`src/rtl/prog_loader_arbiter_if.sv`:
```
// Bus bundle between the program loader, the SAP-1 CPU read path,
// the 16x8 program memory and the arbiter that owns the memory port.
interface prog_loader_arbiter_if #(
    parameter int ADDR_W = 4,
    parameter int DATA_W = 8
);
    // loader / sequencing requests
    logic              load_start;
    logic              run_req;
    logic [ADDR_W:0]   ld_len;
    logic              ld_valid;
    logic [DATA_W-1:0] ld_data;
    logic              ld_ready;
    // CPU fetch/operand path
    logic [ADDR_W-1:0] cpu_addr;
    logic              cpu_rd;
    logic [DATA_W-1:0] cpu_data;
    logic              cpu_wait;
    logic              cpu_run;
    // memory port
    logic [ADDR_W-1:0] mem_addr;
    logic              mem_read;
    logic              mem_write;
    logic [DATA_W-1:0] mem_wdata;
    logic [DATA_W-1:0] mem_rdata;
    // status
    logic              busy;
    logic              done;
    logic [DATA_W-1:0] checksum;
    logic              err;

    // arbiter side
    modport slave (
        input  load_start, run_req, ld_len, ld_valid, ld_data,
        input  cpu_addr, cpu_rd, mem_rdata,
        output ld_ready, cpu_data, cpu_wait, cpu_run,
        output mem_addr, mem_read, mem_write, mem_wdata,
        output busy, done, checksum, err
    );

    // requesters + memory side
    modport master (
        output load_start, run_req, ld_len, ld_valid, ld_data,
        output cpu_addr, cpu_rd, mem_rdata,
        input  ld_ready, cpu_data, cpu_wait, cpu_run,
        input  mem_addr, mem_read, mem_write, mem_wdata,
        input  busy, done, checksum, err
    );
endinterface

```
`src/rtl/prog_loader_arbiter.sv`:
```
// Program memory port arbiter: sequences IDLE -> LOAD -> DONE -> RUN,
// writes a length-checked byte stream into program memory, then hands
// the port to the CPU read path and releases the control unit.
module prog_loader_arbiter #(
    parameter int ADDR_W = 4,
    parameter int DATA_W = 8,
    parameter int DEPTH  = 16
) (
    input logic                   clk,
    input logic                   reset,
    prog_loader_arbiter_if.slave  bus
);

    typedef enum logic [1:0] {
        ST_IDLE = 2'd0,
        ST_LOAD = 2'd1,
        ST_DONE = 2'd2,
        ST_RUN  = 2'd3
    } state_t;

    localparam logic [ADDR_W:0] LEN_MAX = (ADDR_W + 1)'(DEPTH);
    localparam logic [ADDR_W:0] LEN_ONE = (ADDR_W + 1)'(1);

    state_t            state;
    logic [ADDR_W-1:0] wr_ptr;
    logic [ADDR_W:0]   remaining;
    logic              wr_en_q;
    logic [ADDR_W-1:0] wr_addr_q;
    logic [DATA_W-1:0] wr_data_q;
    logic [DATA_W-1:0] cpu_data_q;
    logic [DATA_W-1:0] checksum_q;
    logic              err_q;

    logic              in_run;
    logic              ld_ready_int;
    logic              accept;
    logic              len_legal;

    // decoded qualifiers shared by the FSM and the output mux
    always_comb begin
        in_run       = (state == ST_RUN);
        ld_ready_int = (state == ST_LOAD) && (remaining != '0);
        accept       = bus.ld_valid && ld_ready_int;
        len_legal    = (bus.ld_len != '0) && (bus.ld_len <= LEN_MAX);
    end

    // sequencing FSM, write pipeline register, checksum and error flag
    always_ff @(posedge clk or negedge reset) begin
        if (!reset) begin
            state      <= ST_IDLE;
            wr_ptr     <= '0;
            remaining  <= '0;
            wr_en_q    <= 1'b0;
            wr_addr_q  <= '0;
            wr_data_q  <= '0;
            cpu_data_q <= '0;
            checksum_q <= '0;
            err_q      <= 1'b0;
        end else begin
            // a write is only ever pending for the cycle after its accept
            wr_en_q <= 1'b0;
            if (in_run) begin
                cpu_data_q <= bus.mem_rdata;
            end
            case (state)
                ST_IDLE: begin
                    if (bus.load_start) begin
                        if (len_legal) begin
                            remaining  <= bus.ld_len;
                            wr_ptr     <= '0;
                            checksum_q <= '0;
                            err_q      <= 1'b0;
                            state      <= ST_LOAD;
                        end else begin
                            err_q <= 1'b1;
                        end
                    end else if (bus.run_req) begin
                        state <= ST_RUN;
                    end
                end
                ST_LOAD: begin
                    if (accept) begin
                        wr_en_q    <= 1'b1;
                        wr_addr_q  <= wr_ptr;
                        wr_data_q  <= bus.ld_data;
                        wr_ptr     <= wr_ptr + ADDR_W'(1);
                        checksum_q <= checksum_q + bus.ld_data;
                        remaining  <= remaining - LEN_ONE;
                        if (remaining == LEN_ONE) begin
                            state <= ST_DONE;
                        end
                    end
                end
                ST_DONE: begin
                    state <= ST_RUN;
                end
                ST_RUN: begin
                    if (bus.load_start) begin
                        if (len_legal) begin
                            remaining  <= bus.ld_len;
                            wr_ptr     <= '0;
                            checksum_q <= '0;
                            err_q      <= 1'b0;
                            state      <= ST_LOAD;
                        end else begin
                            err_q <= 1'b1;
                        end
                    end
                end
                default: begin
                    state <= ST_IDLE;
                end
            endcase
        end
    end

    // memory port mux: CPU owns the port combinationally in RUN,
    // otherwise the registered loader write drives it
    always_comb begin
        bus.ld_ready  = ld_ready_int;
        bus.cpu_run   = in_run;
        bus.busy      = (state == ST_LOAD) || (state == ST_DONE);
        bus.done      = (state == ST_DONE);
        bus.checksum  = checksum_q;
        bus.err       = err_q;
        bus.mem_write = wr_en_q;
        bus.mem_wdata = wr_data_q;
        bus.mem_addr  = in_run ? bus.cpu_addr : wr_addr_q;
        bus.mem_read  = in_run && bus.cpu_rd;
        bus.cpu_data  = in_run ? bus.mem_rdata : cpu_data_q;
        bus.cpu_wait  = bus.cpu_rd && !in_run;
    end

endmodule

```
`src/flat_wrapper.sv`:
```
// flat-port wrapper written by rule: the top's interface ports become plain ports
module prog_loader_arbiter_flat 
#(
    parameter int ADDR_W = 4,
    parameter int DATA_W = 8,
    parameter int DEPTH  = 16
)
  (clk, reset, bus_load_start, bus_run_req, bus_ld_len, bus_ld_valid, bus_ld_data, bus_cpu_addr, bus_cpu_rd, bus_mem_rdata, bus_ld_ready, bus_cpu_data, bus_cpu_wait, bus_cpu_run, bus_mem_addr, bus_mem_read, bus_mem_write, bus_mem_wdata, bus_busy, bus_done, bus_checksum, bus_err);
  prog_loader_arbiter_if #(.ADDR_W(ADDR_W), .DATA_W(DATA_W)) bus_i ();
  input logic clk;
  input logic reset;
  input wire logic [$bits(bus_i.load_start)-1:0] bus_load_start;
  input wire logic [$bits(bus_i.run_req)-1:0] bus_run_req;
  input wire logic [$bits(bus_i.ld_len)-1:0] bus_ld_len;
  input wire logic [$bits(bus_i.ld_valid)-1:0] bus_ld_valid;
  input wire logic [$bits(bus_i.ld_data)-1:0] bus_ld_data;
  input wire logic [$bits(bus_i.cpu_addr)-1:0] bus_cpu_addr;
  input wire logic [$bits(bus_i.cpu_rd)-1:0] bus_cpu_rd;
  input wire logic [$bits(bus_i.mem_rdata)-1:0] bus_mem_rdata;
  output wire logic [$bits(bus_i.ld_ready)-1:0] bus_ld_ready;
  output wire logic [$bits(bus_i.cpu_data)-1:0] bus_cpu_data;
  output wire logic [$bits(bus_i.cpu_wait)-1:0] bus_cpu_wait;
  output wire logic [$bits(bus_i.cpu_run)-1:0] bus_cpu_run;
  output wire logic [$bits(bus_i.mem_addr)-1:0] bus_mem_addr;
  output wire logic [$bits(bus_i.mem_read)-1:0] bus_mem_read;
  output wire logic [$bits(bus_i.mem_write)-1:0] bus_mem_write;
  output wire logic [$bits(bus_i.mem_wdata)-1:0] bus_mem_wdata;
  output wire logic [$bits(bus_i.busy)-1:0] bus_busy;
  output wire logic [$bits(bus_i.done)-1:0] bus_done;
  output wire logic [$bits(bus_i.checksum)-1:0] bus_checksum;
  output wire logic [$bits(bus_i.err)-1:0] bus_err;
  assign bus_i.load_start = bus_load_start;
  assign bus_i.run_req = bus_run_req;
  assign bus_i.ld_len = bus_ld_len;
  assign bus_i.ld_valid = bus_ld_valid;
  assign bus_i.ld_data = bus_ld_data;
  assign bus_i.cpu_addr = bus_cpu_addr;
  assign bus_i.cpu_rd = bus_cpu_rd;
  assign bus_i.mem_rdata = bus_mem_rdata;
  assign bus_ld_ready = bus_i.ld_ready;
  assign bus_cpu_data = bus_i.cpu_data;
  assign bus_cpu_wait = bus_i.cpu_wait;
  assign bus_cpu_run = bus_i.cpu_run;
  assign bus_mem_addr = bus_i.mem_addr;
  assign bus_mem_read = bus_i.mem_read;
  assign bus_mem_write = bus_i.mem_write;
  assign bus_mem_wdata = bus_i.mem_wdata;
  assign bus_busy = bus_i.busy;
  assign bus_done = bus_i.done;
  assign bus_checksum = bus_i.checksum;
  assign bus_err = bus_i.err;
  prog_loader_arbiter #(.ADDR_W(ADDR_W), .DATA_W(DATA_W), .DEPTH(DEPTH)) u_core (.clk(clk), .reset(reset), .bus(bus_i));
endmodule
```
`config.mk`:
```
export PLATFORM = sky130hd
export DESIGN_NAME = prog_loader_arbiter_flat
export DESIGN_NICKNAME = d
export VERILOG_FILES = /design/src/rtl/prog_loader_arbiter_if.sv /design/src/rtl/prog_loader_arbiter.sv /design/src/flat_wrapper.sv
export SDC_FILE = /design/constraint.sdc
export NUM_CORES = 1
export LEC_CHECK = 0
export CAP_MARGIN = 5
export CORE_UTILIZATION = 30
export CTS_BUF_LIST = sky130_fd_sc_hd__clkbuf_4 sky130_fd_sc_hd__clkbuf_8 sky130_fd_sc_hd__clkbuf_16
export DETAILED_ROUTE_END_ITERATION = 16
export SETUP_SLACK_MARGIN = 0.3
export SLEW_MARGIN = 15
export SYNTH_ARGS = -nofsm -noshare
export SYNTH_HDL_FRONTEND = slang
export SYNTH_SLANG_ARGS = --single-unit
```
`constraint.sdc`:
```
create_clock -name clk -period 2.7 [get_ports clk]
set_input_delay 0.54 -clock clk [delete_from_list [all_inputs] [get_ports clk]]
set_output_delay 0.54 -clock clk [all_outputs]
set_load 0.01 [all_outputs]
```
---- After elaboration in Yosys (flattened, before gate mapping) ----
Cells that the tools add are included.
Widths: inputs -> output; s select.
storage, ports and cells
  register bits ........................... 41
  input port bits ......................... 31
  output and inout bits ................... 36
  word-level logic and storage cells ...... 63
cells by class
  order comparisons ....................... 1
  $add $sub $neg .......................... 3
  reduce and logical (&&, ||, !) cells .... 16
  eq/ne operators ......................... 10
  muxes and demuxes ....................... 24
operator list
  operator             number
  $mux 8               4
  $mux 4               4
  $pmux 8 s2           1
  $mux 5               3
  $mux 2               6
  $pmux 5 s2           1
  $reduce_bool 5->1    2
  $add 8x8->8          1
  $pmux 2 s4           1
  $pmux 4 s2           1
  $reduce_and 4->1     2
  $ne 2x1->1 const B   3
  $eq 5x1->1 const B   1
  $le 5x5->1 const B   1
  $logic_and 1x1->1    5
  $sub 5x1->5 const B  1
  $add 4x1->4 const B  1
  $eq 2x2->1 const B   2
  $ne 2x2->1 const B   2
  $reduce_and 2->1     2
  $mux 1               3
  $ne 3x3->1 const B   1
  $eq 2x1->1 const B   1
  $logic_not 2->1      1
  other kinds (4)      4

---- Depth between registers and ports, before layout ----
Gate-level depths: netlist of run 1.
  depth after elaboration ................. 5
  mapped depth ............................ 8
  depth with buffers taken out ............ 6

---- Worst setup path after synthesis of run 1 ----
Ideal clock, no wire load.
  kind .................................... flip-flop to output port
  from .................................... register u_core.state[1]
  to ...................................... output bus_cpu_data[3]
  stages on the path, launching flop included .. 5
  data required time ...................... 2160 ps
  data arrival time ....................... 1598 ps
  setup slack ............................. 562 ps
  path buffers ............................ 2
  cell sequence ........................... dfrtp_1 > ha_1 > clkbuf_1 > clkbuf_1 > mux2_2
on the way
  cells in the longest elaborated chain, start to end .. 2
ends and longest elaborated chain
  what                    line                        source
  from (decl)             prog_loader_arbiter.sv:24   state_t state;
  from (signal assigned)  prog_loader_arbiter.sv:50   state <= ST_IDLE;
  from (signal assigned)  prog_loader_arbiter.sv:73   state <= ST_LOAD;
  from (signal assigned)  prog_loader_arbiter.sv:78   state <= ST_RUN;
  $eq 2x2->1              prog_loader_arbiter.sv:41   in_run = (state == ST_RUN);
  named net bus_cpu_run   flat_wrapper.sv:23          output wire logic [$bits(bus_i.cpu_run)-1:0] bus_cpu_run;
  $mux 8                  prog_loader_arbiter.sv:130  bus.cpu_data = in_run ? bus.mem_rdata : cpu_data_q;
  to (decl)               flat_wrapper.sv:21          output wire logic [$bits(bus_i.cpu_data)-1:0] bus_cpu_data;
The timed path passes the listed nets, and every way through them passes these cells.

---- Worst setup path after layout of run 1 ----
  from .................................... register u_core.state[0]
  to ...................................... output bus_cpu_data[5]
on the way
  cells in the longest elaborated chain, start to end .. 2
ends and longest elaborated chain
  what        line
  $eq 2x2->1  prog_loader_arbiter.sv:41
  $mux 8      prog_loader_arbiter.sv:130
No other way between the ends.

==> flow_metrics.env, run 1 <==
export IMPL_multi_input_area_mm2=0.00127
export IMPL_slew_violations=0
export IMPL_reg2regPathDepth=7
export IMPL_cp_required_ns=2.16
export IMPL_clk_pin_slew_ns=0.08
export IMPL_antenna_cells=0
export IMPL_ys_types=50
export IMPL_setup_viol=0
export IMPL_nets=342
export IMPL_die_area_mm2=0.00828
export IMPL_cts_tree="yes"
export IMPL_route_detailed_drc=0
export IMPL_synthFlopType="dfrtp_1"
export IMPL_wirelength_um=5840
export IMPL_path_buf_inv=2
export IMPL_r2r_start="u_core.state[1]$_DFFE_PN0P_"
export IMPL_drt_iter0_drc=81
export IMPL_finalClockSkew_ns=0.00729
export IMPL_criticalPathCategory="reg -> out"
export IMPL_gp_congestion=0.816
export IMPL_tns_ns=0
export IMPL_grt_pass1_wl_um=9870
export IMPL_timing_final_ws_setup_ns=0.360
export IMPL_crit_path_start_kind="flip-flop"
export IMPL_cts_root_buf="clkbuf_8"
export IMPL_final_cells=399
export IMPL_grt_overflow_total=0
export IMPL_final_core_util_pct=44.9
export IMPL_endpoint_kind="primary output"
export IMPL_slowest_delay_ns=0.48
export IMPL_path_cells="ha_4, buf_12, mux2_2, clkdlybuf4s50_1"
export IMPL_h_tree_depth=2
export IMPL_synth_edff_count=0
export IMPL_grt_max_degree=42
export IMPL_critPathSlowestCell="clkdlybuf4s50_1"
export IMPL_dpl_worst_slack_ns=0.134
export IMPL_p_leak_nw=1.56
export IMPL_track_usage_pct=14.8
export IMPL_synthArstFlopShare_pct=100
export IMPL_cp_top_family="buffers and inverters"
export IMPL_drive_above_1_share_pct=24.6
export IMPL_synthCells=210
export IMPL_tightest_slew_ns=0.569
export IMPL_initial_core_util_pct=30.9
export IMPL_detail_route_antenna_nets=0
export IMPL_hpwl_um=4150
export IMPL_ys_seq_elements=41
export IMPL_fin_crit_sh_pct=86.7
export IMPL_max_freq_mhz=427
export IMPL_status="finished, final reports clean"
export IMPL_worst_r2r_setup_slack_ns=0.52
export IMPL_drv_cap=0
export IMPL_arrival_ns=1.80
export IMPL_core_region_area_mm2=0.00769
export IMPL_dr_pass1_iters=4
export IMPL_r2r_end="u_core.bus.checksum[4]$_DFFE_PN0P_"
export IMPL_grt_pass1_vias=2100
export IMPL_ir_drop_v=0.000436
export IMPL_holdWs_ns=0.312
export IMPL_viasPerCell=5.04
export IMPL_die_y_um=91.0
export IMPL_syn_cell_area_mm2=0.00238
export IMPL_die_width_um=91.0
export IMPL_placed_area_mm2=0.00318
export IMPL_area_delta_synth_final_pct=45.1
export IMPL_final_cell_area_mm2=0.00345
export IMPL_post_drt_wl_per_cell_um=14.6
export IMPL_fin_crit_ns=2.34
export IMPL_cts_buffer_depth=2
export IMPL_rsz0062_at_grt="false"
export IMPL_io_buffer_count=66
export IMPL_hold_class="in -> async"
export IMPL_syn_avg_cell_area_um2=11.3
export IMPL_power_density_mw_per_mm2=1200
export IMPL_numCtsBuffers=5
export IMPL_total_power_mw=4.13
export IMPL_crit_fanout=8
export IMPL_cts_sinks=41
export IMPL_insertion_delay_ns=0.29
export IMPL_dp_cells=381
export IMPL_yosysWarnings=0
export IMPL_slew_headroom_pct=61.7
export IMPL_nFillCells=754
export IMPL_ios=67
export IMPL_antenna_found_initial=0
export IMPL_hold_viol=0
export IMPL_yosysSeqAreaShare_pct=43.2
export IMPL_regArea_mm2=0.00103
export IMPL_path_depth=4
export IMPL_synth_fp_nets=256
export IMPL_rows=32
export IMPL_vias=2010
-- layout by cell type, fill, tap and decap left out, types with 6 or more instances in the layout --
cell type | netlist | routed
buf_4 | 0 | 20
dfrtp_1 | 41 | 40
nand4_1 | 6 | 6
ha_1 | 14 | 11
nor2_1 | 7 | 7
clkdlybuf4s50_1 | 0 | 55
o21ai_0 | 8 | 8
dlymetal6s2s_1 | 0 | 9
mux2_2 | 26 | 26
clkbuf_8 | 2 | 6
o211ai_1 | 6 | 6
inv_1 | 15 | 13
-- worst max-delay path by stage --
stage / endpoint / start / slack [ns]
after global placement: u_core.bus.checksum[7]$_DFFE_PN0P_ / bus_ld_data[1] / 0.17
after floorplan: bus_cpu_data[3] / u_core.state[1]$_DFFE_PN0P_ / 0.56
after CTS: bus_ld_ready / u_core.remaining[0]$_DFFE_PN0P_ / 0.29
after detailed placement: u_core.bus.checksum[7]$_DFFE_PN0P_ / bus_ld_data[1] / 0.13
after global routing: bus_cpu_data[5] / u_core.state[0]$_DFFE_PN0P_ / 0.30
final: bus_cpu_data[5] / u_core.state[0]$_DFFE_PN0P_ / 0.36
-- cells by family (layout without fill, tap and decap cells) --
| group | Yosys count | after routing | share of synthesized area (%) |
|---|---|---|---|
| DFF | 41 | 41 | 43.2 |
| AOI/OAI and AO/OA | 51 | 51 | 16.3 |
| xor gates and xnor gates | 3 | 3 | 1.11 |
| adders and majority gates | 15 | 15 | 8.21 |
| and+or+nand+nor | 48 | 48 | 12.5 |
| buffers and inverters | 23 | 110 | 5.11 |
| muxes | 29 | 29 | 13.6 |
-- synth_stat cells (all sizes together), types with 2 or more instances --
| master | count | area [um2] |
|---|---|---|
| xnor2 | 3 | 26.3 |
| dfrtp | 41 | 1030 |
| mux2 | 26 | 293 |
| o31a | 2 | 17.5 |
| nand3 | 5 | 25.0 |
| a211oi | 5 | 37.5 |
| and3 | 2 | 12.5 |
| a21o | 4 | 30.0 |
| buf | 2 | 22.5 |
| clkbuf | 6 | 42.5 |
| a32o | 3 | 30.0 |
| nor3b | 2 | 15.0 |
| nor4 | 6 | 43.8 |
| nand4 | 6 | 37.5 |
| and2 | 3 | 21.3 |
| o21ai | 10 | 57.6 |
| nor3 | 4 | 20.0 |
| nor2b | 2 | 12.5 |
| nand2 | 5 | 26.3 |
| mux2i | 3 | 30.0 |
| nor2 | 7 | 26.3 |
| a211o | 4 | 35.0 |
| inv | 15 | 56.3 |
| o211ai | 6 | 45.0 |
| a21oi | 6 | 33.8 |
| ha | 14 | 175 |
-- repair_timing --
item,CTS,global route
hold buffers,0,0
cloned,0,0
buffers inserted,9,1
resized for setup,10,13
pin swaps,1,0
endpoints found under the setup margin,16,13
-- flip-flops by register name, indices dropped and copies added (netlist names) --
name,flops
u_core.bus.checksum,8
u_core.bus.mem_wdata,8
u_core.cpu_data_q,8
u_core.remaining,5
u_core.wr_addr_q,4
u_core.wr_ptr,4
u_core.state,2
u_core.bus.err,1
u_core.bus.mem_write,1
-- cell type report --
cell class | count | area share (%)
repair buffers | 87 | 24.5
inverters | 15 | 1.63
well taps | 102 | 3.70
clock buffers | 7 | 2.61
multi-input cells | 146 | 36.9
flip-flops and latches | 41 | 29.8
clock inverters | 1 | 0.871
-- metal layers --
metal / share of wire [%] / vias to the layer above / GRT usage [%]
li1: - / 960 / -
met1: 45 / 987 / 18.0
met2: 48 / 56 / 25.9
met3: 5.4 / 7 / 3.43
met4: 1.0 / 0 / 4.50
met5: 0 / - / 0
-- power breakdown --
group | switching (mW) | leakage, nW | internal [mW]
Clock | 0.214 | 0.0619 | 0.312
Combinational | 1.16 | 1.00 | 1.36
Sequential | 0.180 | 0.499 | 0.895
No activity file was read; power rests on OpenSTA's default activity.
==> inputs of run 2 (changes only) <==
Settings changed: REMOVE_ABC_BUFFERS from default to 1, SKIP_CTS_REPAIR_TIMING from default to 1.
==> run 2 against run 1 <==
  * Combinational power decreased by 3%
  * Critical path depth unchanged
  * Cell area decreased by 1.7%
  * Hold slack got worse by 0.18 ns
  * Total power decreased by 2.1%
  * Largest power group unchanged
  * Via count decreased by 4.9%
  * Highest routed layer unchanged
==> flow_metrics.env, run 2 (synthesis results as in run 1) <==
export IMPL_setup_viol=0
export IMPL_viasPerCell=4.89
export IMPL_final_cell_mix="clkdlybuf4s50_1, dfrtp_1, mux2_2, inv_1"
export IMPL_detail_route_antenna_nets=0
export IMPL_cts_sinks=41
export IMPL_cts_tree="yes"
export IMPL_ir_drop_v=0.000378
export IMPL_slew_violations=0
export IMPL_vias=1912
export IMPL_core_region_area_mm2=0.00769
export IMPL_dr_pass1_iters=4
export IMPL_nets=334
export IMPL_final_cell_area_mm2=0.00339
export IMPL_placed_area_mm2=0.00315
export IMPL_clk_pin_slew_ns=0.08
export IMPL_crit_fanout=8
export IMPL_cp_required_ns=2.16
export IMPL_ios=67
export IMPL_grt_util_met1_pct=18.3
export IMPL_slew_headroom_pct=60.9
export IMPL_area_delta_synth_final_pct=42.7
export IMPL_antenna_found_initial=0
export IMPL_grt_max_degree=29
export IMPL_post_drt_wl_per_cell_um=14.6
export IMPL_worst_r2r_setup_slack_ns=0.55
export IMPL_grt_pass1_wl_um=9330
export IMPL_fin_crit_sh_pct=87.1
export IMPL_max_freq_mhz=425
export IMPL_route_detailed_drc=0
export IMPL_cts_buffer_depth=2
export IMPL_arrival_ns=1.81
export IMPL_hold_class="in -> async"
export IMPL_status="finished, final reports clean"
export IMPL_final_cells=391
export IMPL_grt_pass1_vias=1878
export IMPL_timing_final_ws_setup_ns=0.349
export IMPL_hpwl_um=4230
export IMPL_holdWs_ns=0.133
export IMPL_p_leak_nw=1.51
export IMPL_wirelength_um=5720
export IMPL_criticalPathCategory="reg -> out"
export IMPL_rsz0062_at_grt="true"
export IMPL_r2r_end="u_core.bus.checksum[4]$_DFFE_PN0P_"
export IMPL_cts_root_buf="clkbuf_8"
export IMPL_grt_overflow_total=0
export IMPL_tns_ns=0
export IMPL_reg2regPathDepth=5
export IMPL_use_met3_pct=2.76
export IMPL_antenna_cells=0
export IMPL_die_y_um=91.0
export IMPL_r2r_start="u_core.state[1]$_DFFE_PN0P_"
export IMPL_endpoint_kind="primary output"
export IMPL_die_width_um=91.0
export IMPL_gp_congestion=0.779
export IMPL_drt_iter0_drc=67
export IMPL_multi_input_area_mm2=0.00128
export IMPL_fin_crit_ns=2.35
export IMPL_tightest_slew_ns=0.578
export IMPL_grt_use_met2_pct=24.1
export IMPL_grt_busiest_layer="met2"
export IMPL_h_tree_depth=2
export IMPL_insertion_delay_ns=0.29
export IMPL_die_area_mm2=0.00828
export IMPL_final_common_cell="clkdlybuf4s50_1"
export IMPL_drv_cap=0
export IMPL_crit_path_start_kind="flip-flop"
export IMPL_track_usage_pct=14.1
export IMPL_io_buffer_count=66
export IMPL_nFillCells=757
export IMPL_rows=32
export IMPL_finalClockSkew_ns=0.00748
export IMPL_hold_viol=0
export IMPL_initial_core_util_pct=30.9
export IMPL_regArea_mm2=0.00103
export IMPL_drive_above_1_share_pct=22.8
export IMPL_dp_cells=377
export IMPL_power_density_mw_per_mm2=1190
export IMPL_numCtsBuffers=5
export IMPL_dpl_worst_slack_ns=0.104
==> run 2: worst max-delay path by stage <==
stage / cells past startpoint / end / from
6_report: 4 / bus_cpu_data[6] / u_core.state[0]$_DFFE_PN0P_
5_1_grt: 4 / bus_cpu_data[2] / u_core.state[0]$_DFFE_PN0P_
3_3_place_gp: 6 / u_core.bus.checksum[7]$_DFFE_PN0P_ / bus_ld_data[1]
2_1_floorplan: 6 / u_core.bus.checksum[4]$_DFFE_PN0P_ / u_core.state[0]$_DFFE_PN0P_
4_1_cts: 3 / bus_cpu_data[7] / u_core.state[1]$_DFFE_PN0P_
3_5_place_dp: 6 / u_core.bus.checksum[7]$_DFFE_PN0P_ / bus_ld_data[1]
==> run 2: final cells by class <==
class / count / area share (%)
repair buffers: 79 / 23.2
multi-input cells: 146 / 37.7
clock inverters: 2 / 1.14
clock buffers: 6 / 2.25
flip-flops and latches: 41 / 30.3
inverters: 15 / 1.66
well taps: 102 / 3.77
==> run 2: metal layers <==
| layer | share of wire [%] | wire length, um | vias up |
|---|---|---|---|
| met5 | 0 | 0 | - |
| met1 | 46 | 2660 | 918 |
| met2 | 49 | 2820 | 45 |
| met4 | 0.40 | 23 | 0 |
| li1 | - | - | 947 |
| met3 | 4.0 | 228 | 2 |
==> run 2: worst max-delay path: stages, from the launching register on <==
cell and delay (ns):
dfrtp_1 0.41, ha_4 0.17, buf_12 0.12, mux2_2 0.34
clkdlybuf4s50_1 0.48
==> run 2: power breakdown <==
group	switching, mW	internal (mW)	leakage (nW)
clock	0.219	0.288	0.0588
combinational	1.12	1.33	0.952
sequential	0.186	0.895	0.499
==> run 2: metrics by stage <==
stage                     total power [mW]  utilization [%]
final                                 4.04             44.1
after global routing                  4.35             44.1
after CTS                             3.92             42.4
after detailed placement              3.39             40.9
after global placement                3.37             40.9
after floorplan                       2.40                -
==> variant 1, RTL diff (flow settings as in run 1) <==
The 4 states of `state_t` get a one-hot encoding in 4 bits.
--- a/src/rtl/prog_loader_arbiter.sv
+++ b/src/rtl/prog_loader_arbiter.sv
@@ -12,9 +12,9 @@
 );
 
-    typedef enum logic [1:0] {
-        ST_IDLE = 2'd0,
-        ST_LOAD = 2'd1,
-        ST_DONE = 2'd2,
-        ST_RUN  = 2'd3
+    typedef enum logic [3:0] {
+        ST_IDLE = 4'b0001,
+        ST_LOAD = 4'b0010,
+        ST_DONE = 4'b0100,
+        ST_RUN  = 4'b1000
     } state_t;
 
Check against the original RTL: no difference found for any inputs over 10 cycles, from zero or initial values and one cycle with reset low; not proved beyond that.
==> variant 1 against run 1 <==
Register-to-register slack got worse by 0.07 ns; routed wire length decreased by 4.4%; core utilization up 2.0 points; area after synthesis down 2.7%; cell area grew 0.14%; synthesized cell count is 9.0% higher; power is 20% lower; sequential cell count increased by 2; first-iteration DRC count is 31% lower; sequential share of layout area increased by 1.5 points; setup slack lost 0.16 ns; largest cell class unchanged; highest routed layer unchanged.
==> variant 1: results (changes against run 1) <==
- Layout fillers: 720 (was 754)
- Largest net degree at the start of global routing: 23 (was 42)
- Global Route Usage Sum: 13.7% (was 14.8%)
- H-Tree Level Count: 2 (unchanged)
- Status: complete, no violations (unchanged)
- Sequential share of the synthesized area: 46.6% (was 43.2%)
- Routed WL: 5.59 mm (was 5.84 mm)
- Detail Placement HPWL: 3.74 mm (was 4.15 mm)
- Share of cells above drive strength 1: 24.4% (was 24.6%)
- Post-Layout Inst Area: 0.00345 mm^2 (about the same)
- First-pass GRT wire length: 8.91 mm (was 9.87 mm)
- Initial antenna violation count: 0 (unchanged)
- Cell variety after synth: 49 (was 50)
- # diodes: 0 (unchanged)
- Met1 Wirelength: 2.63 mm (was 2.66 mm)
- Setup WS pre-CTS: 0.0871 ns (was 0.134 ns)
- GP Congestion: 0.727 (was 0.816)
- Vias in the first global route: 1,825 (was 2,100)
- Area contributors post-synth: dfrtp_1 45%, nand2_1 9.3%, mux2_2 5.8%, ha_1 5.4%, o21ai_0 2.8% (was dfrtp_1 43%, mux2_2 12%, ha_1 7.4%, inv_1 2.4%, o211ai_1 1.9%)
- Fraction of registers with async set/reset: 100% (unchanged)
- Least-Margin Pin Slew: 0.506 ns (was 0.569 ns)
- Worst vdd ir: 0.402 mV (was 0.436 mV)
- Clock Skew: 0.0105 ns (was 0.00729 ns)
- Commonest cells in the netlist: 57 x nand2_1, 42 x dfrtp_1, 13 x o21ai_0 (was 41 x dfrtp_1, 26 x mux2_2, 15 x inv_1)
- Vias per cell: 4.67 (was 5.04)
- Routed length on met2: 2.52 mm (was 2.81 mm)
- Leakage power: 1.70 nW (was 1.56 nW)
- Met3 WL: 349 um (was 315 um)
- Post-synth net total: 271 (was 256)
- Post-DP Area: 0.00308 mm^2 (was 0.00318 mm^2)
- DR iter-0 viols: 56 (was 81)
- CP max FO: 6 (was 8)
- Worst Path Arrival: 1.96 ns (was 1.80 ns)
- Final Net Count: 365 (was 342)
## variant 1: cell count changes in the layout (fill, tap and decap cells not counted), sizes merged, moves of 5 or more
cell / change
inv: -9
nand4: -5
o211ai: -5
nand2: +52
mux2: -14
o22ai: +5
clkdlybuf4s50: -7
buf: +13
## variant 1: logic make-up (layout without fill, tap and decap cells)
kind of cell	count (synthesis)	after routing	share of synthesized area, %
simple gates	92	92	19.9
compound gates	46	46	13.9
flops	43	43	46.6
buf+inv	17	112	4.38
mux	13	13	6.28
fa+ha+maj	11	11	6.28
xor+xnor	7	7	2.65
## variant 1: critical path: stages (launching register included)
cell	delay (ns)
dfstp_2	0.39
nand2b_4	0.16
nor3_4	0.21
buf_6	0.16
buf_4	0.12
buf_4	0.11
mux2_2	0.33
dlymetal6s2s_1	0.17
## variant 1: final timing paths
path | startpoint | endpoint | slack, ns | cells after the start
worst min register to register | u_core.wr_addr_q[2] | u_core.wr_addr_q[2] | 0.48 | 2
min in group clk | u_core.wr_addr_q[2] | u_core.wr_addr_q[2] | 0.48 | 2
max in group asynchronous | reset | u_core.remaining[3] | 1.80 | 2
worst max-delay path | u_core.state[0] | bus_cpu_data[5] | 0.20 | 7
worst min-delay path | reset | u_core.cpu_data_q[5] | 0.19 | 1
worst max register to register | u_core.remaining[0] | u_core.bus.checksum[7] | 0.45 | 9
## variant 1: layer usage
layer	vias up	track usage, %
met5	-	0
met4	0	5.87
met3	8	3.47
met2	54	21.2
met1	926	18.3
li1	987	-
## variant 1: where the power goes
part | internal [mW] | switching, mW
sequential | 0.895 | 0.167
clock | 0.297 | 0.227
combinational | 0.972 | 0.744
total | 2.16 | 1.14
## variant 1: metrics by stage
stage                     hold slack (ns)  instances  power, mW
final                               0.193        423       3.30
after CTS                           0.206        406       3.19
after global routing                0.228        423       3.55
after detailed placement            0.465        392       2.58
after global placement              0.462        392       2.55
after floorplan                     0.244        229       1.93
## variant 1: what timing repair did
item	CTS	global route
cloned	0	1
resized for setup	9	40
hold endpoints to repair	0	0
endpoints found under the setup margin	18	22
setup buffers	6	16
pin swaps	0	1
## variant 1: final cells by class
type                            count  share of cell area (%)
Clock buffer                        7                    2.43
Clock inverter                      1                   0.870
Inverter                            7                   0.870
Multi-Input combinational cell    169                    34.5
Sequential cell                    43                    31.3
Tap cell                           99                    3.59
Timing Repair Buffer               97                    26.5
==> variant 2, RTL diff (flow settings as in run 1) <==
Made on the original files. `DATA_W` is set to 8 in 3 places; all go to 6.
--- a/src/rtl/prog_loader_arbiter_if.sv
+++ b/src/rtl/prog_loader_arbiter_if.sv
@@ -3,5 +3,5 @@
 interface prog_loader_arbiter_if #(
     parameter int ADDR_W = 4,
-    parameter int DATA_W = 8
+    parameter int DATA_W = 6
 );
     // loader / sequencing requests
--- a/src/rtl/prog_loader_arbiter.sv
+++ b/src/rtl/prog_loader_arbiter.sv
@@ -4,5 +4,5 @@
 module prog_loader_arbiter #(
     parameter int ADDR_W = 4,
-    parameter int DATA_W = 8,
+    parameter int DATA_W = 6,
     parameter int DEPTH  = 16
 ) (
--- a/src/flat_wrapper.sv
+++ b/src/flat_wrapper.sv
@@ -3,5 +3,5 @@
 #(
     parameter int ADDR_W = 4,
-    parameter int DATA_W = 8,
+    parameter int DATA_W = 6,
     parameter int DEPTH  = 16
 )
Interface: changed (5 resized); port bits go from 67 to 57. No check against the original RTL was run, so the function may have changed too.
==> variant 2 against run 1 <==
Core utilization rose by 0.51 points; global-route usage increased by 0.18 points; cell area decreased by 17%; critical endpoint is now bus_ld_ready; power fell by 14%; first-iteration DRC count shrank 28%; area after synthesis decreased by 18%; sequential cell count shrank 6; largest power group unchanged; setup slack improved by 0.0031 ns; highest routed layer unchanged; fmax rose by 0.13%; routed wire length fell by 18%; sequential share of layout area is 0.84 points higher; via count fell by 17%.
==> variant 2: results (changes against run 1) <==
- First-pass GRT wire length: 7.51 mm (was 9.87 mm)
- Vias in the first global route: 1,571 (was 2,100)
- Hold Slack: 0.475 ns (was 0.312 ns)
- Start point of the critical path: u_core.remaining[1] (was u_core.state[0])
- Post-synth net total: 236 (was 256)
- Critical Path Sink: bus_ld_ready (was bus_cpu_data[5])
- Cell variety after synth: 47 (was 50)
- Post-Synth Adder-Cell Area: 8.70% (was 8.21%)
- FF-to-FF End: u_core.wr_ptr[2] (was u_core.bus.checksum[4])
- IO buf count: 56 (was 66)
- Final worst path period share: 86.5% (was 86.7%)
- Sequential share of the synthesized area: 44.8% (was 43.2%)
- Sw frac: 37.6% (was 37.7%)
- Final Net Count: 305 (was 342)
- Clock Skew: 0.0100 ns (was 0.00729 ns)
- Area contributors post-synth: dfrtp_1 45%, ha_1 7.7%, mux2_2 6.9%, nand2_1 6.7%, o21ai_0 3.3% (was dfrtp_1 43%, mux2_2 12%, ha_1 7.4%, inv_1 2.4%, o211ai_1 1.9%)
- Largest net degree at the start of global routing: 36 (was 42)
- Wire length per cell: 13.9 um (was 14.6 um)
- Least-Margin Pin Slew: 0.461 ns (was 0.569 ns)
- Detail Placement HPWL: 3.38 mm (was 4.15 mm)
- Non-filler cells, final: 343 (was 399)
- Setup WS pre-CTS: 0.131 ns (was 0.134 ns)
- Leakage power: 1.36 nW (was 1.56 nW)
- DR iter-0 viols: 58 (was 81)
- Global Route Usage Sum: 15.0% (was 14.8%)
- Share of cells above drive strength 1: 18.0% (was 24.6%)
- Mux contribution to synthesized area: 7.68% (was 13.6%)
- XOR/XNOR Fraction of Synth Area: 1.79% (was 1.11%)
- Status: complete, no violations (unchanged)
- Syn_area_per_cell: 9.98 um^2 (was 11.3 um^2)
[variant 2: cell types whose count changed in the layout (fill, tap and decap cells not counted), moves of 5 or more]
| cell | change |
|---|---|
| buf_4 | -10 |
| mux2_2 | -14 |
| nand2_1 | +31 |
| inv_1 | -6 |
| o21ai_0 | +5 |
| dfrtp_1 | -6 |
| clkdlybuf4s50_1 | -11 |
| a21oi_1 | +5 |
[variant 2: cell families (layout without fill, tap and decap cells)]
family	after synthesis	in the layout
fa+ha+maj	13	13
simple gates	70	70
buf+inv	16	86
compound gates	45	45
xor+xnor	4	4
flops	35	35
mux	13	13
[variant 2: cell type report]
class                   instances  area, um^2
clock buffers                   6        76.3
repair buffers                 67         671
inverters                      11        41.3
well taps                      77        96.3
multi-input cells             145        1040
fillers                       614        3450
clock inverters                 2        60.1
flip-flops and latches         35         877
[variant 2: layer usage]
metal	global-route usage, %	vias up	part of all wire [%]
met1	19.2	789	45
met2	24.0	41	48
li1	-	840	-
met3	4.40	4	5.8
met4	4.83	0	1.1
met5	0	-	0
[variant 2: worst max-delay path, stage by stage, from the launching register on]
cell	delay (ns)
dfrtp_1	0.39
inv_2	0.09
ha_4	0.15
or4b_4	0.45
and2_2	0.20
clkdlybuf4s15_1	0.22
[variant 2: power by group through the flow]
stage | clock network [mW] | logic (mW) | registers [mW]
after floorplan | 0 | 1.15 | 0.953
after detailed placement | 0 | 1.94 | 0.957
after global placement | 0 | 1.92 | 0.952
final | 0.572 | 2.02 | 0.947
after global routing | 0.615 | 2.25 | 0.982
after CTS | 0.587 | 2.01 | 0.948
[variant 2: what timing repair did]
item / CTS / global route
setup buffers: 3 / 5
endpoints found under the hold margin: 0 / 0
endpoints found under the setup margin: 14 / 12
gates resized for setup: 6 / 14
pin swaps: 1 / 1
